## config.mk

```make
export PLATFORM = sky130hd
export DESIGN_NAME = prf_wrb_queue
export DESIGN_NICKNAME = d
export VERILOG_FILES = /design/src/rtl/prf_wrb_pkg.sv /design/src/rtl/prf_wrb_fifo.sv /design/src/rtl/prf_wrb_queue.sv
export SDC_FILE = /design/constraint.sdc
export NUM_CORES = 1
export LEC_CHECK = 0
export ABC_CLOCK_PERIOD_IN_PS = 24400
export BUFFER_PORTS_ARGS = -buffer_cell sky130_fd_sc_hd__buf_2
export CORE_ASPECT_RATIO = 0.75
export CORE_MARGIN = 4
export CORE_UTILIZATION = 45
export CTS_BUF_LIST = sky130_fd_sc_hd__clkbuf_8
export DETAILED_ROUTE_END_ITERATION = 6
export GPL_TIMING_DRIVEN = 0
export PLACE_DENSITY_LB_ADDON = 0.2
export REMOVE_ABC_BUFFERS = 1
export SLEW_MARGIN = 15
export SYNTH_ARGS = -nofsm -noshare
export SYNTH_HDL_FRONTEND = slang
export SYNTH_SLANG_ARGS = --single-unit
```

## constraint.sdc

```tcl
create_clock -name clk -period 24.4 [get_ports clk]
set_clock_uncertainty 0.15 [all_clocks]
set_input_delay 4.88 -clock clk [delete_from_list [all_inputs] [get_ports clk]]
set_output_delay 4.88 -clock clk [all_outputs]
set_load 0.05 [all_outputs]
```

## src/rtl/prf_wrb_pkg.sv

```systemverilog
// Shared types for the writeback queue: the buffered result entry and pointer sizing.
// The optional same-cycle bypass is enabled with `define PRF_WRB_BYPASS_EN.
package prf_wrb_pkg;

  localparam int PRF_REG_SIZE_WIDTH  = 6;
  localparam int PRF_ROB_INDEX_WIDTH = 4;
  localparam int PRF_DATA_WIDTH      = 64;
  localparam int PRF_DEPTH           = 4;

  function automatic int depth_width(input int depth);
    return $clog2(depth);
  endfunction

  localparam int DEPTH_WIDTH = depth_width(PRF_DEPTH);

  typedef struct packed {
    logic [PRF_REG_SIZE_WIDTH-1:0]  prd;
    logic [PRF_DATA_WIDTH-1:0]      data;
    logic [PRF_ROB_INDEX_WIDTH-1:0] rob_index;
  } wrb_entry_t;

endpackage

```

## src/rtl/prf_wrb_fifo.sv

```systemverilog
// One writeback channel: circular buffer with extra-MSB pointers, prd=0 masking and,
// when `define PRF_WRB_BYPASS_EN is set, an empty-FIFO input-to-output bypass.
module prf_wrb_fifo
  import prf_wrb_pkg::*;
#(
  parameter int DEPTH = PRF_DEPTH
) (
  input  logic       i_clk,
  input  logic       i_rstn,
  input  logic       i_flush,
  input  logic       i_valid,
  output logic       o_ready,
  input  wrb_entry_t i_entry,
  input  logic       i_rcu_ready,
  output logic       o_resp_valid,
  output wrb_entry_t o_entry
);

  localparam int DW = depth_width(DEPTH);

  logic [DW:0] r_wr_ptr;
  logic [DW:0] r_rd_ptr;
  wrb_entry_t  r_mem [DEPTH];

  logic       w_empty;
  logic       w_full;
  logic       w_head_valid;
  logic       w_bypass;
  logic       w_enq;
  logic       w_deq;
  logic       w_out_valid;
  wrb_entry_t w_sel;

  assign w_empty      = (r_wr_ptr == r_rd_ptr);
  assign w_full       = (r_wr_ptr[DW] != r_rd_ptr[DW]) &&
                        (r_wr_ptr[DW-1:0] == r_rd_ptr[DW-1:0]);
  assign o_ready      = !w_full && !i_flush;
  assign w_head_valid = !w_empty && !i_flush;

`ifdef PRF_WRB_BYPASS_EN
  assign w_bypass = w_empty && i_valid && i_rcu_ready && !i_flush;
  assign w_sel    = w_bypass ? i_entry : r_mem[r_rd_ptr[DW-1:0]];
`else
  assign w_bypass = 1'b0;
  assign w_sel    = r_mem[r_rd_ptr[DW-1:0]];
`endif

  // A bypassed result completes this cycle, so it must not also be written.
  assign w_enq        = i_valid && o_ready && !w_bypass;
  assign w_deq        = w_head_valid && i_rcu_ready;
  assign w_out_valid  = w_head_valid || w_bypass;
  assign o_resp_valid = w_out_valid && i_rcu_ready;

  // Fields are zero whenever nothing is presented; prd 0 also masks address and data.
  always_comb begin
    o_entry = '0;
    if (w_out_valid) begin
      o_entry.rob_index = w_sel.rob_index;
      if (w_sel.prd != '0) begin
        o_entry.prd  = w_sel.prd;
        o_entry.data = w_sel.data;
      end
    end
  end

  always_ff @(posedge i_clk or negedge i_rstn) begin
    if (!i_rstn) begin
      r_wr_ptr <= '0;
      r_rd_ptr <= '0;
    end else if (i_flush) begin
      r_wr_ptr <= '0;
      r_rd_ptr <= '0;
    end else begin
      if (w_enq) r_wr_ptr <= r_wr_ptr + (DW+1)'(1);
      if (w_deq) r_rd_ptr <= r_rd_ptr + (DW+1)'(1);
    end
  end

  always_ff @(posedge i_clk) begin
    if (w_enq) r_mem[r_wr_ptr[DW-1:0]] <= i_entry;
  end

endmodule

```

## src/rtl/prf_wrb_queue.sv

```systemverilog
// Writeback buffering for the LSU and MD result streams: one prf_wrb_fifo per unit.
// Same-cycle bypass is compiled in with `define PRF_WRB_BYPASS_EN.
module prf_wrb_queue
  import prf_wrb_pkg::*;
#(
  parameter int REG_SIZE_WIDTH  = PRF_REG_SIZE_WIDTH,
  parameter int ROB_INDEX_WIDTH = PRF_ROB_INDEX_WIDTH,
  parameter int DEPTH           = PRF_DEPTH
) (
  input  logic                       clk,
  input  logic                       rstn,
  input  logic                       flush_i,
  input  logic                       lsu_result_valid_i,
  output logic                       lsu_result_ready_o,
  input  logic [REG_SIZE_WIDTH-1:0]  lsu_result_prd_i,
  input  logic [63:0]                lsu_result_data_i,
  input  logic [ROB_INDEX_WIDTH-1:0] lsu_result_rob_index_i,
  input  logic                       md_result_valid_i,
  output logic                       md_result_ready_o,
  input  logic [REG_SIZE_WIDTH-1:0]  md_result_prd_i,
  input  logic [63:0]                md_result_data_i,
  input  logic [ROB_INDEX_WIDTH-1:0] md_result_rob_index_i,
  input  logic                       lsu_rcu_ready_i,
  input  logic                       md_rcu_ready_i,
  output logic                       lsu_rcu_resp_valid_o,
  output logic                       md_rcu_resp_valid_o,
  output logic [REG_SIZE_WIDTH-1:0]  lsu_wrb_address_o,
  output logic [REG_SIZE_WIDTH-1:0]  md_wrb_address_o,
  output logic [63:0]                lsu_wrb_data_o,
  output logic [63:0]                md_wrb_data_o,
  output logic [ROB_INDEX_WIDTH-1:0] lsu_wrb_rob_index_o,
  output logic [ROB_INDEX_WIDTH-1:0] md_wrb_rob_index_o
);

  wrb_entry_t w_lsu_in;
  wrb_entry_t w_lsu_out;
  wrb_entry_t w_md_in;
  wrb_entry_t w_md_out;

  assign w_lsu_in = '{lsu_result_prd_i, lsu_result_data_i, lsu_result_rob_index_i};
  assign w_md_in  = '{md_result_prd_i, md_result_data_i, md_result_rob_index_i};

  prf_wrb_fifo #(.DEPTH(DEPTH)) u_lsu_fifo (
    .i_clk        (clk),
    .i_rstn       (rstn),
    .i_flush      (flush_i),
    .i_valid      (lsu_result_valid_i),
    .o_ready      (lsu_result_ready_o),
    .i_entry      (w_lsu_in),
    .i_rcu_ready  (lsu_rcu_ready_i),
    .o_resp_valid (lsu_rcu_resp_valid_o),
    .o_entry      (w_lsu_out)
  );

  prf_wrb_fifo #(.DEPTH(DEPTH)) u_md_fifo (
    .i_clk        (clk),
    .i_rstn       (rstn),
    .i_flush      (flush_i),
    .i_valid      (md_result_valid_i),
    .o_ready      (md_result_ready_o),
    .i_entry      (w_md_in),
    .i_rcu_ready  (md_rcu_ready_i),
    .o_resp_valid (md_rcu_resp_valid_o),
    .o_entry      (w_md_out)
  );

  assign lsu_wrb_address_o   = w_lsu_out.prd;
  assign lsu_wrb_data_o      = w_lsu_out.data;
  assign lsu_wrb_rob_index_o = w_lsu_out.rob_index;
  assign md_wrb_address_o    = w_md_out.prd;
  assign md_wrb_data_o       = w_md_out.data;
  assign md_wrb_rob_index_o  = w_md_out.rob_index;

endmodule

```

# Word-level counts from Yosys, hierarchy flattened
# Memories as Yosys holds them, arrays and structs flattened.
# Index checks and enable logic that the tools add are counted.
# op_classes
n_bitwise	0
n_eq_ne	6
n_mul	0
shifts	0
mux	16
order_cmp	0
addsub	4
n_reduce_logical	21
div	0
# op_table
op	n
2-to-1 mux 74 bit	2
2-to-1 mux 70 bit	2
2-to-1 mux 3 bit	8
adder 3 x 1 -> 3 bit (second input constant)	4
nonzero test 6 bit	2
logical AND 1 bit	10
nonzero test 2 bit	4
equality test 3 bit	2
zero test 1 bit	5
equality test 2 bit	2
2-to-1 mux 1 bit	4
!= test 1 bit	2
# totals
latchBits	0
rom_bits	0
n_memories	2
ff_bits	12
in_bits	155
mem_bits_rw	592
# mem_list
name	words	word_bits	read_ports	rd_ports_with_merged_regs	wr	line_no	text
u_lsu_fifo.r_mem	4	74	1	0	1	prf_wrb_fifo.sv:23	wrb_entry_t r_mem [DEPTH];
u_md_fifo.r_mem	4	74	1	0	1	prf_wrb_fifo.sv:23	

# Longest topological paths before layout
# logic_depth
word_depth	7
depth_mapped	7
mapped_depth_nobuf	4

# Cells and area by module
# From an unflattened synthesis, not the netlist that was laid out.
# unflattened
cells_unflattened	1232
hier_area_um2	24586.1
# by_module_without_submodules
mod	seq_area_each_um2	area_each_um2	n_inst	cells_each
prf_wrb_fifo	9038.7	12293.0	2	616

# Least setup slack after synthesis
# OpenSTA, ideal clock, no wires.
# synth_path
path_kind	input-to-reg
startpoint	in flush_i
endpoint	reg u_md_fifo.r_wr_ptr[2]
setup_slack_ns	12.724
path_stages	3
arrival_time_ns	11.129
setup_ns	0.397
path_cell_list	clkbuf_1 > a311oi_1 > mux2i_1
# synth_between
elab_chain_len	4
word_cells_on_any_way	5
classes_between	mux (1); reduce/logical (4)
# synth_lines
item	line_no	text
start: declaration	prf_wrb_queue.sv:12	input logic flush_i,
zero test 1 bit	prf_wrb_fifo.sv:37	assign o_ready = !w_full && !i_flush;
logical AND 1 bit	prf_wrb_fifo.sv:37	
logical AND 1 bit	prf_wrb_fifo.sv:49	assign w_enq = i_valid && o_ready && !w_bypass;
nonzero test 2 bit (no line)	--	
end signal: assignment	prf_wrb_fifo.sv:74	if (w_enq) r_wr_ptr <= r_wr_ptr + (DW+1)'(1);
end: declaration	prf_wrb_fifo.sv:21	logic [DW:0] r_wr_ptr;
# Several ways; a longest one is shown, not always the timed one.
# A chain may end at the register's enable or synchronous reset.

# Worst setup path in the final report
# layout_path
startpoint	in flush_i
endpoint	out md_wrb_data_o[18]
# layout_between
elab_chain_len	3
# layout_lines
item	line_no	text
zero test 1 bit	prf_wrb_fifo.sv:38	assign w_head_valid = !w_empty && !i_flush;
logical AND 1 bit	prf_wrb_fifo.sv:38	
2-to-1 mux 74 bit	prf_wrb_fifo.sv:57	if (w_out_valid) begin
end: declaration	prf_wrb_queue.sv:30	output logic [63:0] md_wrb_data_o,
# No other way between the ends.

==> summary.md <==
| Metric | Value |
|---|---|
| CP Class | in -> out |
| Initial antenna violation count | 11 |
| FFs w/ async S/R, synth | 1.99% |
| Clk sinks | 604 |
| Synth top area share | 72.4% |
| Area of the multi-input gates | 6040 um2 |
| Final hold violations | 0 |
| Vias per cell | 5.84 |
| Grt total ovfl | 0 |
| First-pass GRT wire length | 91.3 mm |
| Setup Fix Bufs, Post-CTS | 0 |
| Layout area overhead | 20.6% |
| Most used flip-flop cell after synthesis | edfxtp_1 |
| Core area | 53400 um2 |
| Design Power | 2.94 mW |
| Status | finished, final reports clean |
| Clock Tree Buf Depth | 3 |
| TritonCTS Buffers | 95 |
| Final core utilization | 55.4% |
| RSZ-0062 raised after global routing | no |
| Critical path capture point type | output port |
| CTS tree | done |
| Leakage | 10.1 nW |
| Post-synth top area cell | edfxtp_1 |
| Clk_lat worst skew | 0.67 ns |
| Post-DP Area | 27800 um2 |
| TritonRoute pass-1 iters | 5 |
| Slew Limit Fails | 0 |
| Critical Path Fanout Max | 72 |
| Most common cell after layout, fill and taps aside | edfxtp_1 |
| Seq/Total Area, Yosys | 73.7% |
| DRC violations left | 0 |
| Power Density | 99.4 nW/um2 |
| Synth Instances | 1228 |
| IO buf count | 306 |
| Slew headroom | 31.7% |
| Synthesized flop and latch total | 604 |
| Die area | 58400 um2 |
| EDFF count, synth | 592 |
| Startpoint types | input port |
| Reg clk slew, reported paths | 0.05 ns |
| Largest net degree at the start of global routing | 73 |
| Root Driver | clkbuf_8 |
| Yosys warns | 0 |
| Mapped Area | 24500 um2 |
| H-tree levels | 3 |
| CP top delay family | buffers and inverters |
| Fill cell count | 4183 |
| Fin crit share | 48.9% |
| CP max stage cell | inv_6 |
| Vias in the first global route | 14400 |
| Synth unique cells | 34 |
| Routed len/inst | 25.6 um |
| Max VDD drop | 0.0000747 V |
| Synth top area cells | edfxtp_1 72%, mux4_2 14%, o311ai_0 4.3% |
| Max Cap Violations | 0 |
| DRT Wirelength | 60.6 mm |
| Vias | 13800 |
| Final Setup Violations | 0 |
| Worst slew pin tran | 1.02 ns |
| Die X | 278 um |
| Initial DRC count | 1154 |
| Hold crit path type | reg -> reg |
| # rows | 73 |
| Worst stage delay on the critical path | 0.48 ns |
| DP Wirelength | 36.8 mm |
| GRT Total Usage | 20.5% |
| Arrival @ worst endpoint | 6.90 ns |
| Most used cell, CP | buf_2 |
| Crit-path cells | buf_2 > inv_6 > buf_16 > o311ai_0 > a21oi_1 > buf_2 |
| Layout cell share with drive strength beyond 1 | 39.9% |
| PnR worst setup slack | 12.47 ns |
| Nets@finish | 1735 |
| CP required | 19.37 ns |
| Num ports | 307 |
| CTS resizes | 0 |
| Die Y | 210 um |
| Min Tclk post-route | 11.93 ns |
| Worst slack, placed | 12.49 ns |
| Post-route ant nets | 0 |
| Setup TNS | 0 ns |
| CP Buf/Inv Count | 4 |
| Register area | 18100 um2 |
| Post-Syn Area per Cell | 20.0 um2 |
| Hold buffers post-CTS | 0 |
| Post-Layout Inst Area | 29600 um2 |
| Most frequent cells in the layout | 592 x edfxtp_1, 306 x buf_2, 148 x mux4_2, 128 x a21oi_1, 120 x o311ai_0 |
| Initial Util | 45.9% |
| Fmax | 83.8 MHz |
| Placer Congestion | 0.700 |
-- registers in the layout, summed over array words and instances (netlist names) --
register / flops
u_md_fifo.r_rd_ptr: 3
u_lsu_fifo.r_mem: 296
u_md_fifo.r_wr_ptr: 3
u_lsu_fifo.r_rd_ptr: 3
u_md_fifo.r_mem: 296
u_lsu_fifo.r_wr_ptr: 3
-- final cells by class --
type,instances,area share (%)
antenna,6,0.0507
tap,712,3.01
timing repair buffer,362,9.15
inverter,7,0.106
clock buffer,96,4.47
sequential,604,61.1
multi-input combinational,500,20.4
clock inverter,78,1.67
-- synth_stat cells (2+ instances only) --
library cell / count
buf_1: 18
mux4_2: 148
buf_2: 21
nor2_2: 2
clkbuf_1: 64
mux2_2: 4
inv_1: 7
nand2_1: 6
buf_6: 14
nor2b_1: 13
xnor2_1: 6
a311oi_1: 3
edfxtp_1: 592
a21o_1: 2
nor2_1: 3
o311ai_0: 120
ha_1: 10
dfrtp_1: 12
o311a_1: 2
mux2i_1: 5
a31oi_1: 3
a21oi_1: 128
xor2_1: 6
o311ai_1: 11
and2_1: 18
nor4_4: 2
-- worst register-to-register path, delay by kind of cell (launching register included) --
kind | cells | cell delay, ns
buf+inv | 2 | 0.64
xor+xnor | 1 | 0.44
compound gates | 1 | 0.38
flops | 1 | 0.69
simple gates | 1 | 0.54
-- per-layer routing --
metal	wire, um	vias to the layer above	GRT usage, %
li1	-	5980	-
met1	25300	7272	28.4
met2	30300	441	33.2
met3	3310	103	4.20
met4	1550	10	6.62
met5	59	-	0
-- cells by family (layout without fill, tap and decap cells) --
family                     Yosys count  in the layout  synth area share, %
adders and majority gates           10             10                0.510
xor gates and xnor gates            12             12                0.428
DFF                                604            604                 73.7
buffers and inverters              124            543                 2.43
other                                0              6                    0
and+or+nand+nor                     48             48                 1.26
AOI/OAI and AO/OA                  273            273                 7.74
muxes                              157            157                 14.0
-- power breakdown --
part	leakage (nW)	total, mW	switching, mW	internal, mW
registers	5.53	1.22	0.0376	1.19
logic	3.50	0.891	0.573	0.318
clock network	1.02	0.827	0.395	0.432
total	10.1	2.94	1.01	1.94
-- worst paths after layout --
path / from / to / slack (ns) / cells after the start
max: flush_i / md_wrb_data_o[18] / 12.47 / 6
min: u_md_fifo.r_wr_ptr[2] / u_md_fifo.r_wr_ptr[2] / 0.54 / 1
max reg2reg: u_lsu_fifo.r_rd_ptr[0] / u_lsu_fifo.r_mem[0][32] / 21.15 / 5
min reg2reg: u_md_fifo.r_wr_ptr[2] / u_md_fifo.r_wr_ptr[2] / 0.54 / 1
max in group asynchronous: rstn / u_md_fifo.r_rd_ptr[0] / 19.87 / 1
min in group asynchronous: rstn / u_lsu_fifo.r_rd_ptr[0] / 3.94 / 1
-- metrics by stage --
stage / instances / hold WS (ns)
after floorplan: 1111 / 0.375
after global placement: 2129 / 0.404
after detailed placement: 2185 / 0.527
after CTS: 2359 / 0.533
after global routing: 2365 / 0.563
final: 2365 / 0.538
Power figures use the tool's default switching activity.
